`src/rtl/serial_adder_ctrl_pkg.sv`:
```
// ---------------------------------------------------------------------------
// serial_adder_ctrl_pkg
// Shared constants for the bit-serial adder controller and its bench:
//   - state_t      : FSM state encoding (IDLE=0, RUN=1, DONE=2)
//   - DEFAULT_WIDTH: default operand/sum width
// ---------------------------------------------------------------------------
package serial_adder_ctrl_pkg;

    localparam int DEFAULT_WIDTH = 8;

    typedef enum logic [1:0] {
        IDLE = 2'd0,
        RUN  = 2'd1,
        DONE = 2'd2
    } state_t;

endpackage

```
`src/rtl/serial_adder_ctrl_full_addr.sv`:
```
// ---------------------------------------------------------------------------
// full_addr
// One-bit combinational full adder, the single arithmetic element that the
// serial adder controller time-multiplexes across all operand bits.
// Ports:
//   in1, in2 : operand bits
//   cin      : carry in
//   sum      : in1 ^ in2 ^ cin
//   carry    : majority(in1, in2, cin)
// ---------------------------------------------------------------------------
module full_addr (
    input  logic in1,
    input  logic in2,
    input  logic cin,
    output logic sum,
    output logic carry
);

    assign sum   = in1 ^ in2 ^ cin;
    assign carry = (in1 & in2) | (in1 & cin) | (in2 & cin);

endmodule

```
`src/rtl/serial_adder_ctrl.sv`:
```
// ---------------------------------------------------------------------------
// serial_adder_ctrl
// Bit-serial adder: captures two WIDTH-bit operands and a carry-in on an
// accepted start, then feeds them LSB-first through one full_addr, one bit
// per clock, and reports the WIDTH-bit sum and carry-out with a one-cycle
// done pulse. start is accepted only in IDLE or DONE (back-to-back).
//
// Ports:
//   clk    : clock, rising edge
//   rst    : synchronous active-high reset (priority over start)
//   start  : request a new addition
//   in1    : operand A (WIDTH bits), captured on accepted start
//   in2    : operand B (WIDTH bits), captured on accepted start
//   cin    : carry-in, captured on accepted start
//   busy   : high while in RUN
//   done   : one-cycle result-valid pulse (state DONE)
//   sum    : WIDTH-bit result, held until the next accepted start
//   carry  : carry-out of the MSB, same validity as sum
//   ovf    : signed overflow (only with SERIAL_ADDER_OVF_EN defined)
//
// Optional feature macro: SERIAL_ADDER_OVF_EN
// ---------------------------------------------------------------------------
module serial_adder_ctrl
    import serial_adder_ctrl_pkg::*;
#(
    parameter int WIDTH = DEFAULT_WIDTH
) (
    input  logic             clk,
    input  logic             rst,
    input  logic             start,
    input  logic [WIDTH-1:0] in1,
    input  logic [WIDTH-1:0] in2,
    input  logic             cin,
    output logic             busy,
    output logic             done,
    output logic [WIDTH-1:0] sum,
    output logic             carry
`ifdef SERIAL_ADDER_OVF_EN
    ,
    output logic             ovf
`endif
);

    localparam int CNT_W = $clog2(WIDTH);
    localparam logic [CNT_W-1:0] LAST_BIT = CNT_W'(WIDTH - 1);

    state_t           state_reg;
    state_t           state_next;
    logic [WIDTH-1:0] a_reg;
    logic [WIDTH-1:0] b_reg;
    logic [WIDTH-1:0] sum_reg;
    logic [WIDTH-1:0] sum_shift;
    logic             cy_reg;
    logic [CNT_W-1:0] cnt_reg;
    logic             accept;
    logic             last_bit;
    logic             fa_sum;
    logic             fa_carry;

    full_addr u_full_addr (
        .in1   (a_reg[0]),
        .in2   (b_reg[0]),
        .cin   (cy_reg),
        .sum   (fa_sum),
        .carry (fa_carry)
    );

    // Sum register shifts right; the freshly computed bit enters at the MSB,
    // so after WIDTH shifts bit 0 of the result has reached sum_reg[0].
    generate
        for (genvar gi = 0; gi < WIDTH - 1; gi++) begin : g_sum_shift
            assign sum_shift[gi] = sum_reg[gi+1];
        end
    endgenerate
    assign sum_shift[WIDTH-1] = fa_sum;

    // Next-state logic
    always_comb begin
        state_next = state_reg;
        accept     = 1'b0;
        last_bit   = (cnt_reg == LAST_BIT);
        case (state_reg)
            IDLE: begin
                if (start) begin
                    accept     = 1'b1;
                    state_next = RUN;
                end
            end
            RUN: begin
                if (last_bit) begin
                    state_next = DONE;
                end
            end
            DONE: begin
                if (start) begin
                    accept     = 1'b1;
                    state_next = RUN;
                end else begin
                    state_next = IDLE;
                end
            end
            default: state_next = IDLE;
        endcase
    end

    // State register
    always_ff @(posedge clk) begin
        if (rst) begin
            state_reg <= IDLE;
        end else begin
            state_reg <= state_next;
        end
    end

    // Datapath
    always_ff @(posedge clk) begin
        if (rst) begin
            a_reg   <= '0;
            b_reg   <= '0;
            sum_reg <= '0;
            cy_reg  <= 1'b0;
            cnt_reg <= '0;
        end else if (accept) begin
            // sum_reg is left alone so a finished result stays visible
            // during the DONE cycle of a back-to-back start.
            a_reg   <= in1;
            b_reg   <= in2;
            cy_reg  <= cin;
            cnt_reg <= '0;
        end else if (state_reg == RUN) begin
            a_reg   <= a_reg >> 1;
            b_reg   <= b_reg >> 1;
            sum_reg <= sum_shift;
            cy_reg  <= fa_carry;
            cnt_reg <= cnt_reg + CNT_W'(1);
        end
    end

`ifdef SERIAL_ADDER_OVF_EN
    logic ovf_reg;

    // On the MSB edge cy_reg is the carry into the MSB stage and fa_carry
    // is the carry out of it; their XOR is the signed overflow.
    always_ff @(posedge clk) begin
        if (rst) begin
            ovf_reg <= 1'b0;
        end else if (state_reg == RUN && last_bit) begin
            ovf_reg <= cy_reg ^ fa_carry;
        end
    end

    assign ovf = ovf_reg;
`endif

    assign busy  = (state_reg == RUN);
    assign done  = (state_reg == DONE);
    assign sum   = sum_reg;
    assign carry = cy_reg;

endmodule

```
`config.mk`:
```
export PLATFORM = sky130hd
export DESIGN_NAME = serial_adder_ctrl
export DESIGN_NICKNAME = d
export VERILOG_FILES = /design/src/rtl/serial_adder_ctrl_pkg.sv /design/src/rtl/serial_adder_ctrl_full_addr.sv /design/src/rtl/serial_adder_ctrl.sv
export SDC_FILE = /design/constraint.sdc
export NUM_CORES = 1
export LEC_CHECK = 0
export ABC_AREA = 0
export CORE_MARGIN = 1.5
export CORE_UTILIZATION = 34
export DETAILED_ROUTE_END_ITERATION = 7
export PLACE_DENSITY = 0.66
export SYNTH_ARGS = -nofsm -noshare
export SYNTH_HDL_FRONTEND = slang
export SYNTH_SLANG_ARGS = --single-unit
```
`constraint.sdc`:
```
create_clock -name clk -period 1.49 [get_ports clk]
set_clock_uncertainty 0.05 [all_clocks]
set_input_delay 0.298 -clock clk [delete_from_list [all_inputs] [get_ports clk]]
set_output_delay 0.298 -clock clk [all_outputs]
set_load 0.05 [all_outputs]
```
* Yosys cells after proc, flatten, opt, wreduce, memory -nomap -nowiden
Cells that the tools add are included.
** Word-level totals
- Register bits :: 30
- Input port bits :: 20
- Word-level logic and storage cells :: 38
** Operators by class
- $add $sub $neg :: 1
- Equal/unequal tests :: 5
- Muxes and demuxes :: 12
- Bitwise logic cells :: 8
- Reductions and logical operators :: 6
** Operators by type and width (number)
- 8-bit 2-to-1 mux :: 4
- 2-bit one-hot mux with 3 select lines :: 1
- 1-bit 2-to-1 mux :: 5
- 2-bit 2-to-1 mux :: 2
- 2-bit AND reduction :: 2
- 2-bit OR reduction :: 2
- 3-bit by 1-bit adder with 3-bit output (second input constant) :: 1
- 1-bit AND :: 3
- 3-bit == test (second input constant) :: 1
- 2-bit by 1-bit == test with 1-bit output (second input constant) :: 1
- 2-bit == test (second input constant) :: 1
- 2-bit logical NOT :: 1
- 2-bit by 1-bit inequality test with 1-bit output (second input constant) :: 1
- 2-bit inequality test (second input constant) :: 1
- 1-bit bitwise OR :: 2
- 2-bit nonzero test :: 1
- 1-bit bitwise XOR :: 2
- 1-bit NOT :: 1

* Longest topological paths before layout
Gate-level depths: netlist (run 1).
- Word-level depth :: 5
- Gate-level depth with buffers :: 5

* Modules after synthesis
From an unflattened synthesis (run 1), not the netlist that was laid out.
** Unflattened totals
- Cells, all modules :: 138
- Area, all modules :: 1241.2 um2
** Modules (own cells, without submodules)
- serial_adder_ctrl :: instances 1, cells an instance 137, area each 1221.2 um2
- full_addr :: instances 1, cells an instance 1, area each 20.0 um2

* Worst setup path after synthesis (run 1)
Ideal clock, no wire load.
- Path type :: register -> register
- From :: register cy_reg (netlist: carry)
- To :: register sum_reg[7] (netlist: sum[7])
- Library setup time :: 0.135 ns
- Data arrival time :: 1.243 ns
- Required time :: 1.305 ns
- Slack :: 0.062 ns
- Stages on the path, launching flop included :: 4
- Cells stage by stage :: dfxtp_1 fa_1 nand2_1 a21oi_1
** On the way
- Longest elaborated chain between the ends :: 1
** RTL lines
- start, declared :: line serial_adder_ctrl.sv:53 : logic cy_reg;
- start signal, assigned :: line serial_adder_ctrl.sv:128 : cy_reg <= cin;
- start signal, assigned :: line serial_adder_ctrl.sv:134 : cy_reg <= fa_carry;
- 1-bit bitwise XOR :: line serial_adder_ctrl_full_addr.sv:19 : assign sum = in1 ^ in2 ^ cin;
- net fa_sum :: line serial_adder_ctrl.sv:57 : logic fa_sum;
- end signal, assigned :: line serial_adder_ctrl.sv:133 : sum_reg <= sum_shift;
- end, declared :: line serial_adder_ctrl.sv:51 : logic [WIDTH-1:0] sum_reg;
The timed path passes the listed nets, and every way through them passes these cells.
A chain may end at the register's enable or synchronous reset.

* Worst setup path after layout (run 1)
- From :: register state_reg[0]
- To :: output port done
** On the way
- Longest elaborated chain between the ends :: 1
** RTL lines
- start, declared :: line serial_adder_ctrl.sv:47 : state_t state_reg;
- start signal, assigned :: line serial_adder_ctrl.sv:111 : state_reg <= state_next;
- 2-bit == test :: line serial_adder_ctrl.sv:156 : assign done = (state_reg == DONE);
- end, declared :: line serial_adder_ctrl.sv:35 : output logic done,
Every way passes these cells.

==> results of run 1 <==
[repair_timing]
item,CTS,global route
gates resized for setup,2,0
endpoints found under the setup margin,1,0
setup buffers,1,0
[area by class of cell]
cell class / instances / area (um^2)
Fill cell: 332 / 1610
Sequential cell: 30 / 601
Multi-Input combinational cell: 91 / 546
Timing Repair Buffer: 40 / 510
Clock buffer: 8 / 78.8
Tap cell: 46 / 57.6
Inverter: 1 / 8.76
[power breakdown]
part	internal, mW	total (mW)	switching, mW	leakage [nW]
clock	0.322	0.597	0.275	0.0446
sequential	0.850	0.885	0.0348	0.246
combinational	0.176	0.341	0.165	0.389
total	1.35	1.82	0.475	0.679
[metal layers]
layer | up-vias | global-route usage, % | part of all wire [%]
met3 | 4 | 5.18 | 5.5
met1 | 497 | 16.5 | 40
met2 | 33 | 24.6 | 54
li1 | 544 | - | -
met4 | 0 | 4.89 | 0.89
met5 | - | 0 | 0
[cell families after synthesis]
group	count (synthesis)
and+or+nand+nor	54
buffers and inverters	13
muxes	3
adders and majority gates	3
AOI/OAI and AO/OA	30
xor gates and xnor gates	1
DFF	30
[worst max-delay path, stage by stage (launching register included)]
cell and delay, ns:
dfxtp_1 0.35, nor2b_1 0.21, buf_12 0.17
[stage by stage]
step	area [um^2]	instances	util [%]	total power [mW]
5_1_grt	1800	216	52.7	1.91
3_5_place_dp	1710	207	50.1	1.24
2_1_floorplan	1250	134	-	1.11
6_report	1800	216	52.7	1.82
3_3_place_gp	1710	207	50.1	1.23
4_1_cts	1800	216	52.7	1.84
[final timing paths]
check                           cells past startpoint    startpoint  endpoint
worst max register to register                      4  state_reg[1]  a_reg[6]
worst max-delay path                                2  state_reg[0]      done
worst min register to register                      2      b_reg[7]  b_reg[7]
worst min-delay path                                2      b_reg[7]  b_reg[7]
[synthesized netlist by cell type]
master | instances | area share (%)
buf_6 | 5 | 4.5
nand3_1 | 6 | 2.4
ha_1 | 2 | 2.0
mux2i_1 | 3 | 2.4
fa_1 | 1 | 1.6
a21oi_1 | 14 | 5.6
nor2b_1 | 2 | 1.0
a22oi_1 | 5 | 3.0
xnor2_1 | 1 | 0.70
a311oi_1 | 1 | 0.70
clkbuf_1 | 3 | 0.90
nand2b_1 | 1 | 0.50
o21a_1 | 1 | 0.60
o22ai_1 | 7 | 3.5
nand2b_2 | 1 | 0.70
nor2_1 | 2 | 0.60
inv_2 | 1 | 0.30
nand2_1 | 19 | 5.7
nor3_2 | 3 | 2.4
nor3b_1 | 1 | 0.60
buf_4 | 4 | 2.4
o22ai_2 | 2 | 2.0
dfxtp_1 | 30 | 48
nor3_1 | 19 | 7.6
==> results.toml, run 1 <==
[synth]
synthAdderAreaFrac_pct = 3.61
syn_inst = 134
syn_area_um2 = 1250
synth-simple-area-share_pct = 21.6
ys_seq_area_share_pct = 48.1
synth-xor-area-share_pct = 0.702
ys_warn_count = 0
synth_top_family_by_area = "simple AND/OR/NAND/NOR gates"
synthDistinctLibCells = 24
ys_ff_latch = 30
syn-num-nets = 157
synthMuxAreaShare_pct = 2.41
synth-compound-area-share_pct = 15.4
synth_area_per_cell_um2 = 9.31

[timing]
setup_ws_ns = 0.0870
finalHoldViolations = 0
layout_worst_path_cycle_share_pct = 94.2
setup_viol = 0
fmax_ghz = 0.713
post-route-min-period_ns = 1.40
drv_slew = 0
worst_pin_slew_ns = 0.314
rsz0062_at_grt = "false"
holdWs_ns = 0.425
fin_tns_setup_ns = 0
slew_headroom_pct = 79.0

[clock_tree]
clock-root-buffer = "clkbuf_4"
holdBufCountCts = 0
cts_htree_levels = 2
clockBufferDepth = 2
clkSinkCount = 30
cts_tree = "done"
cts_buffers = 5
insertion_delay_ns = 0.33
cts.reportedPaths.clkPinSlew_ns = 0.09

[layout]
final_cell_mix = "dfxtp_1 (30), nor3_1 (19), nand2_1 (19), clkdlybuf4s50_1 (19), a21oi_1 (14)"
layout_commonest_cell = "dfxtp_1"
diodes = 0
drive_above_1_share_pct = 21.2
nNetsFinal = 192
area_growth_pct = 44.4

[setup_path]
end_kind = "output pin"
worstPathRequired_ns = 1.14
worstPathMaxFanout = 4
worstSetupPathType = "flop to output pin"
cp-start-kind = "flop"
ff2ff_setup_slack_ns = 0.17
cp.arrival_ns = 1.05

[detailed_routing]
first_iter_violations = 56
drc = 0
antenna_left = 0
detail_route.first_pass.iterations = 4
wl_per_cell_um = 12.4
avgViaCountPerCell = 4.99
vias = 1078
wl_um = 2690

[global_route]
grt_overflow = 0
grtUsageTotal_pct = 14.4
grt_max_degree = 29
antenna_found_initial = 0
grt_first_pass_wirelength_um = 4550
grt_pass1_vias = 1041

[power]
leakagePower_nw = 0.679
vdd_drop_max_mv = 0.484
power_density_nw_per_um2 = 1010

[floorplan]
initial_utilization_pct = 36.5
die-area_um2 = 4040
die_h_um = 63.6
ioPinCount = 31
rows = 21
coreArea_um2 = 3420
die_x_um = 63.6

[place]
dp_hpwl_um = 1950
portBuffers = 30
gp_congestion = 0.708
dp_slack_ns = -0.0816

[run]
maxCapViolCount = 0

[min_path]
hold_class = "flop to flop"

[status]
status = "completed"
Power figures use the tool's default switching activity.
==> run 2: changes to the inputs <==
--- a/config.mk
+++ b/config.mk
@@ -9,6 +9,7 @@
 export CORE_MARGIN = 1.5
 export CORE_UTILIZATION = 34
 export DETAILED_ROUTE_END_ITERATION = 7
+export GPL_ROUTABILITY_DRIVEN = 0
 export PLACE_DENSITY = 0.66
 export SYNTH_ARGS = -nofsm -noshare
 export SYNTH_HDL_FRONTEND = slang
==> constraint.sdc (replaced) <==
create_clock -name clk -period 1.4 [get_ports clk]
set_clock_uncertainty 0.05 [all_clocks]
set_input_delay 0.28 -clock clk [delete_from_list [all_inputs] [get_ports clk]]
set_output_delay 0.28 -clock clk [all_outputs]
set_load 0.05 [all_outputs]
==> run 2 against run 1 <==
  * Worst hold slack better by 0.0089 ns
  * Largest power group unchanged
  * Flip-flop and latch count stayed put
  * First-iteration DRC count is 16% lower
  * Power is 1.8% higher
  * Setup slack worse by 0.031 ns
  * Die area stayed put
  * Register-to-register slack worse by 0.05 ns
  * Combinational power is 11% higher
==> results.toml, run 2 (synthesis gave the netlist of run 1 again) <==
[min_path]
hold_class = "flop to flop"

[place]
portBuffers = 30
placed_cells = 207
dp_hpwl_um = 1960

[detailed_routing]
avgViaCountPerCell = 4.95
detail_route.first_pass.iterations = 4
wl_per_cell_um = 12.9
antenna_left = 0
drc = 0
wl_um = 2780
first_iter_violations = 47
vias = 1069

[run]
maxCapViolCount = 0

[floorplan]
rows = 21
die-area_um2 = 4040
die_x_um = 63.6
die_h_um = 63.6
ioPinCount = 31
initial_utilization_pct = 36.5
coreArea_um2 = 3420

[timing]
holdWs_ns = 0.433
rsz0062_at_grt = "false"
post-route-min-period_ns = 1.34
drv_slew = 0
setup_viol = 0
worst_pin_slew_ns = 0.237
fmax_ghz = 0.744
layout_worst_path_cycle_share_pct = 96.0
slew_headroom_pct = 84.2
fin_tns_setup_ns = 0
finalHoldViolations = 0

[clock_tree]
cts_tree = "done"
clockBufferDepth = 2
holdBufCountCts = 0
cts.reportedPaths.clkPinSlew_ns = 0.09
clkSinkCount = 30
cts_htree_levels = 2
clock-root-buffer = "clkbuf_4"
insertion_delay_ns = 0.33
cts_buffers = 5

[power]
leakagePower_nw = 0.680
vdd_drop_max_mv = 0.488
power_density_nw_per_um2 = 1020
total_power_mw = 1.86

[global_route]
grt_first_pass_wirelength_um = 4640
antenna_found_initial = 0
grt_pass1_vias = 1060
grt_max_degree = 31
grt_overflow = 0
grtUsageTotal_pct = 14.7

[layout]
fin_cells = 216
nNetsFinal = 192
final_cell_mix = "dfxtp_1 (27), nor3_1 (19), nand2_1 (19), clkdlybuf4s50_1 (19), buf_12 (15)"
layout_commonest_cell = "dfxtp_1"
drive_above_1_share_pct = 22.9
area_growth_pct = 45.8
diodes = 0

[setup_path]
slowest_delay_ns = 0.33
worstSetupStartpoint = "state_reg[1]"
worstPathRequired_ns = 1.07
end_kind = "output pin"
cpMaxStageDelayCell = "dfxtp_2"
cp-start-kind = "flop"
r2r-end = "a_reg[0]"
endpoint = "busy"
path_cells = "nand2b_4, inv_6, buf_12"
worstSetupPathType = "flop to output pin"
ff2ff_setup_slack_ns = 0.12
cp.arrival_ns = 1.01
reg2reg_depth = 6
worstPathMaxFanout = 3
r2r_start = "state_reg[1]"

[status]
status = "completed"
==> run 2: cell types whose count changed in the layout (fill, tap and decap cells not counted), moves of 2 or more <==
cell and delta:
dfxtp_1 -3, clkbuf_8 -2, buf_4 -2, buf_12 +2, dfxtp_2 +3
==> run 2: report_power, final <==
| group | switching (mW) | internal (mW) |
|---|---|---|
| clock | 0.291 | 0.243 |
| combinational | 0.181 | 0.199 |
| sequential | 0.0368 | 0.906 |
==> run 2: area by class of cell <==
cell class              instances  area, um^2
flip-flops and latches         30         604
clock inverters                 1        5.00
clock buffers                   7        55.1
well taps                      46        57.6
repair buffers                 40         536
multi-input cells              91         553
fillers                       316        1600
inverters                       1        8.76
==> run 2: worst max-delay path, delay by kind of cell (launching register included) <==
family,cells,cell delay (ns)
flip-flops,1,0.33
AND/OR/NAND/NOR,1,0.16
buffers and inverters,2,0.19
==> run 2: worst min path at each step <==
| stage | depth (start not counted) | start | to |
|---|---|---|---|
| floorplan | 2 | in2[7] | b_reg[7] |
| global placement | 2 | b_reg[7] | b_reg[7] |
| detailed placement | 2 | a_reg[1] | a_reg[1] |
| CTS | 2 | a_reg[1] | a_reg[1] |
| global route | 2 | b_reg[7] | b_reg[7] |
| finish | 2 | b_reg[7] | b_reg[7] |
==> run 2: metal layers <==
metal	global-route usage [%]	wire [um]
met1	15.7	1150
met2	25.5	1410
met3	4.29	155
met4	8.70	62
met5	0	0
==> run 2: what timing repair did <==
item | in CTS | in global routing
cloned | 0 | 0
hold endpoints to repair | 0 | 0
setup buffers | 1 | 0
resized for setup | 4 | 2
setup endpoints to repair | 2 | 4
==> run 2: through the flow <==
| step | setup slack (ns) | instance area (um^2) | utilization [%] |
|---|---|---|---|
| 6_report | 0.0565 | 1820 | 53.3 |
| 3_5_place_dp | -0.133 | 1740 | 50.8 |
| 4_1_cts | 0.0117 | 1820 | 53.2 |
| 5_1_grt | 0.0170 | 1820 | 53.3 |
| 3_3_place_gp | -0.109 | 1740 | 50.8 |
| 2_1_floorplan | 0.0516 | 1250 | - |
==> run 3: changes to the inputs <==
--- a/config.mk
+++ b/config.mk
@@ -5,12 +5,14 @@
 export SDC_FILE = /design/constraint.sdc
 export NUM_CORES = 1
 export LEC_CHECK = 0
-export ABC_AREA = 0
+export ABC_AREA = 1
+export CELL_PAD_IN_SITES_DETAIL_PLACEMENT = 0
+export CELL_PAD_IN_SITES_GLOBAL_PLACEMENT = 1
 export CORE_MARGIN = 1.5
 export CORE_UTILIZATION = 34
 export DETAILED_ROUTE_END_ITERATION = 7
 export GPL_ROUTABILITY_DRIVEN = 0
-export PLACE_DENSITY = 0.66
+export PLACE_DENSITY = 0.83
 export SYNTH_ARGS = -nofsm -noshare
 export SYNTH_HDL_FRONTEND = slang
 export SYNTH_SLANG_ARGS = --single-unit
==> run 3 against run 2 <==
  * Global-route usage up 0.65 points
  * Via count up 18%
  * Clock power up 34%
  * Clock-buffer cell count unchanged
  * Core utilization down 1.8 points
  * Sequential power up 4.0%
  * Power up 21%
  * Critical path depth unchanged
  * Critical endpoint is now done
  * Largest cell class is now multi-input combinational cells
  * Largest power group unchanged
  * Highest routed layer unchanged
==> results.toml, run 3 <==
[status]
status = "completed"

[power]
combinationalPowerShare_pct = 24.4
total_power_mw = 2.24
power_density_nw_per_um2 = 1090
clkPwrFrac_pct = 31.8
swShare_pct = 29.2
leakagePower_nw = 0.966
vdd_drop_max_mv = 0.654
power_frac_seq_pct = 43.8
internal_power_mw = 1.59
p_switching_mw = 0.654

[place]
dp_hpwl_um = 2130
dp_slack_ns = -0.157
dpl-instance-area_um2 = 1900
portBuffers = 30
placed_cells = 281

[global_route]
grt_first_pass_wirelength_um = 5170
grt_overflow = 0
antenna_found_initial = 0
grt_pass1_vias = 1172
grt_max_degree = 16
grtUsageTotal_pct = 15.3

[detailed_routing]
vias = 1262
wl_met2_um = 1360
top_layer = "met4"
detail_route.first_pass.iterations = 4
first_iter_violations = 55
avgViaCountPerCell = 4.29
wl_um = 3000
drc = 0
met3_length_um = 127
antenna_left = 0
drt-met1-wl_um = 1460
wl_per_cell_um = 10.2

[synth]
synthDistinctLibCells = 22
ys_ff_latch = 30
synth_top_cell_by_area = "dfxtp_1"
synth_top_cells_by_count = "nor2_1 (39), nand2_1 (37), dfxtp_1 (30)"
synth_area_leaders = "dfxtp_1 (42%), nor2_1 (10%), nand2_1 (9.8%)"
syn_inst = 200
yosysMostFrequentCell = "nor2_1"
syn_area_um2 = 1420
syn-num-nets = 223
ys_warn_count = 0
synth_area_per_cell_um2 = 7.10
ys_seq_area_share_pct = 42.3
synth_edf_count = 0
yosys.area.top_type_share_pct = 42.3
ys.flop_type = "dfxtp_1"
async_flop_share_pct = 0

[timing]
worst_pin_slew_ns = 0.293
setup_viol = 0
finalHoldViolations = 0
fin_tns_setup_ns = 0
setup_ws_ns = 0.0445
rsz0062_at_grt = "false"
layout_worst_path_cycle_share_pct = 96.8
post-route-min-period_ns = 1.36
slew_headroom_pct = 80.4
drv_slew = 0
holdWs_ns = 0.419
fmax_ghz = 0.738

[layout]
final_cell_mix = "nor2_1 (38), nand2_1 (37), inv_1 (28), dfxtp_1 (28), clkdlybuf4s50_1 (19)"
fillers = 394
drive_above_1_share_pct = 20.1
area_growth_pct = 45.0
fin_cells = 294
fin_area_um2 = 2060
nNetsFinal = 266
diodes = 0
layout_commonest_cell = "nor2_1"
postLayoutCoreUtil_pct = 51.5

[min_path]
hold_depth = 2
hold_class = "flop to flop"

[clock_tree]
cts_htree_levels = 2
clock-root-buffer = "clkbuf_8"
clockBufferDepth = 2
cts.reportedPaths.clkPinSlew_ns = 0.06
insertion_delay_ns = 0.28
cts_buffers = 5
clkSinkCount = 30
cts_tree = "done"

[setup_path]
worstSetupPathType = "flop to output pin"
worstPathRequired_ns = 1.07
reg2reg_depth = 6
cp.arrival_ns = 1.03
worstPathMaxFanout = 6
end_kind = "output pin"
cp-start-kind = "flop"

[run]
maxCapViolCount = 0

[floorplan]
rows = 23
coreArea_um2 = 4000
die_x_um = 67.6
die-area_um2 = 4570
ioPinCount = 31
die_h_um = 67.6
initial_utilization_pct = 35.5
## run 3: layer usage
| metal | vias up | GRT usage, % |
|---|---|---|
| met4 | 0 | 6.12 |
| li1 | 689 | - |
| met2 | 17 | 24.0 |
| met3 | 5 | 5.67 |
| met1 | 551 | 19.0 |
| met5 | - | 0 |
## run 3: worst max-delay path: stages (launching register included)
cell and delay, ns:
dfxtp_4 0.37, buf_6 0.14, nor2_4 0.10, buf_12 0.14
## run 3: final cells by class
type	count	area (um^2)	share of cell area [%]
tap	50	62.6	3.04
multi-input combinational	127	616	29.9
sequential	30	606	29.4
timing repair buffer	47	554	26.9
inverter	32	130	6.32
clock buffer	7	86.3	4.19
clock inverter	1	5.00	0.243
## run 3: kinds of logic (layout without fill, tap and decap cells)
kind of cell	after synthesis	in the layout	synth area share, %
compound gates	27	27	9.78
xor+xnor	1	1	0.617
fa+ha+maj	3	3	3.17
buf+inv	43	87	15.5
flops	30	30	42.3
simple gates	96	96	28.6
## run 3: path summary, 6_finish.rpt
check | slack (ns) | from | to
setup / recovery | 0.04 | state_reg[0] | done
hold / removal | 0.42 | b_reg[7] | b_reg[7]
setup reg to reg | 0.18 | state_reg[0] | b_reg[0]
hold reg to reg | 0.42 | b_reg[7] | b_reg[7]
## run 3: repair_timing
action                     4_1_cts  5_1_grt
pin swaps                        0        2
setup endpoints to repair        2        2
hold buffers                     0        0
setup buffers                    1        4
resized for setup                5        2
## run 3: power by group through the flow
stage / clock (mW) / combinational [mW] / sequential, mW
6_report: 0.713 / 0.546 / 0.981
5_1_grt: 0.777 / 0.604 / 0.990
4_1_cts: 0.739 / 0.544 / 0.981
3_5_place_dp: 0 / 0.533 / 1.00
3_3_place_gp: 0 / 0.531 / 0.999
2_1_floorplan: 0 / 0.252 / 1.06
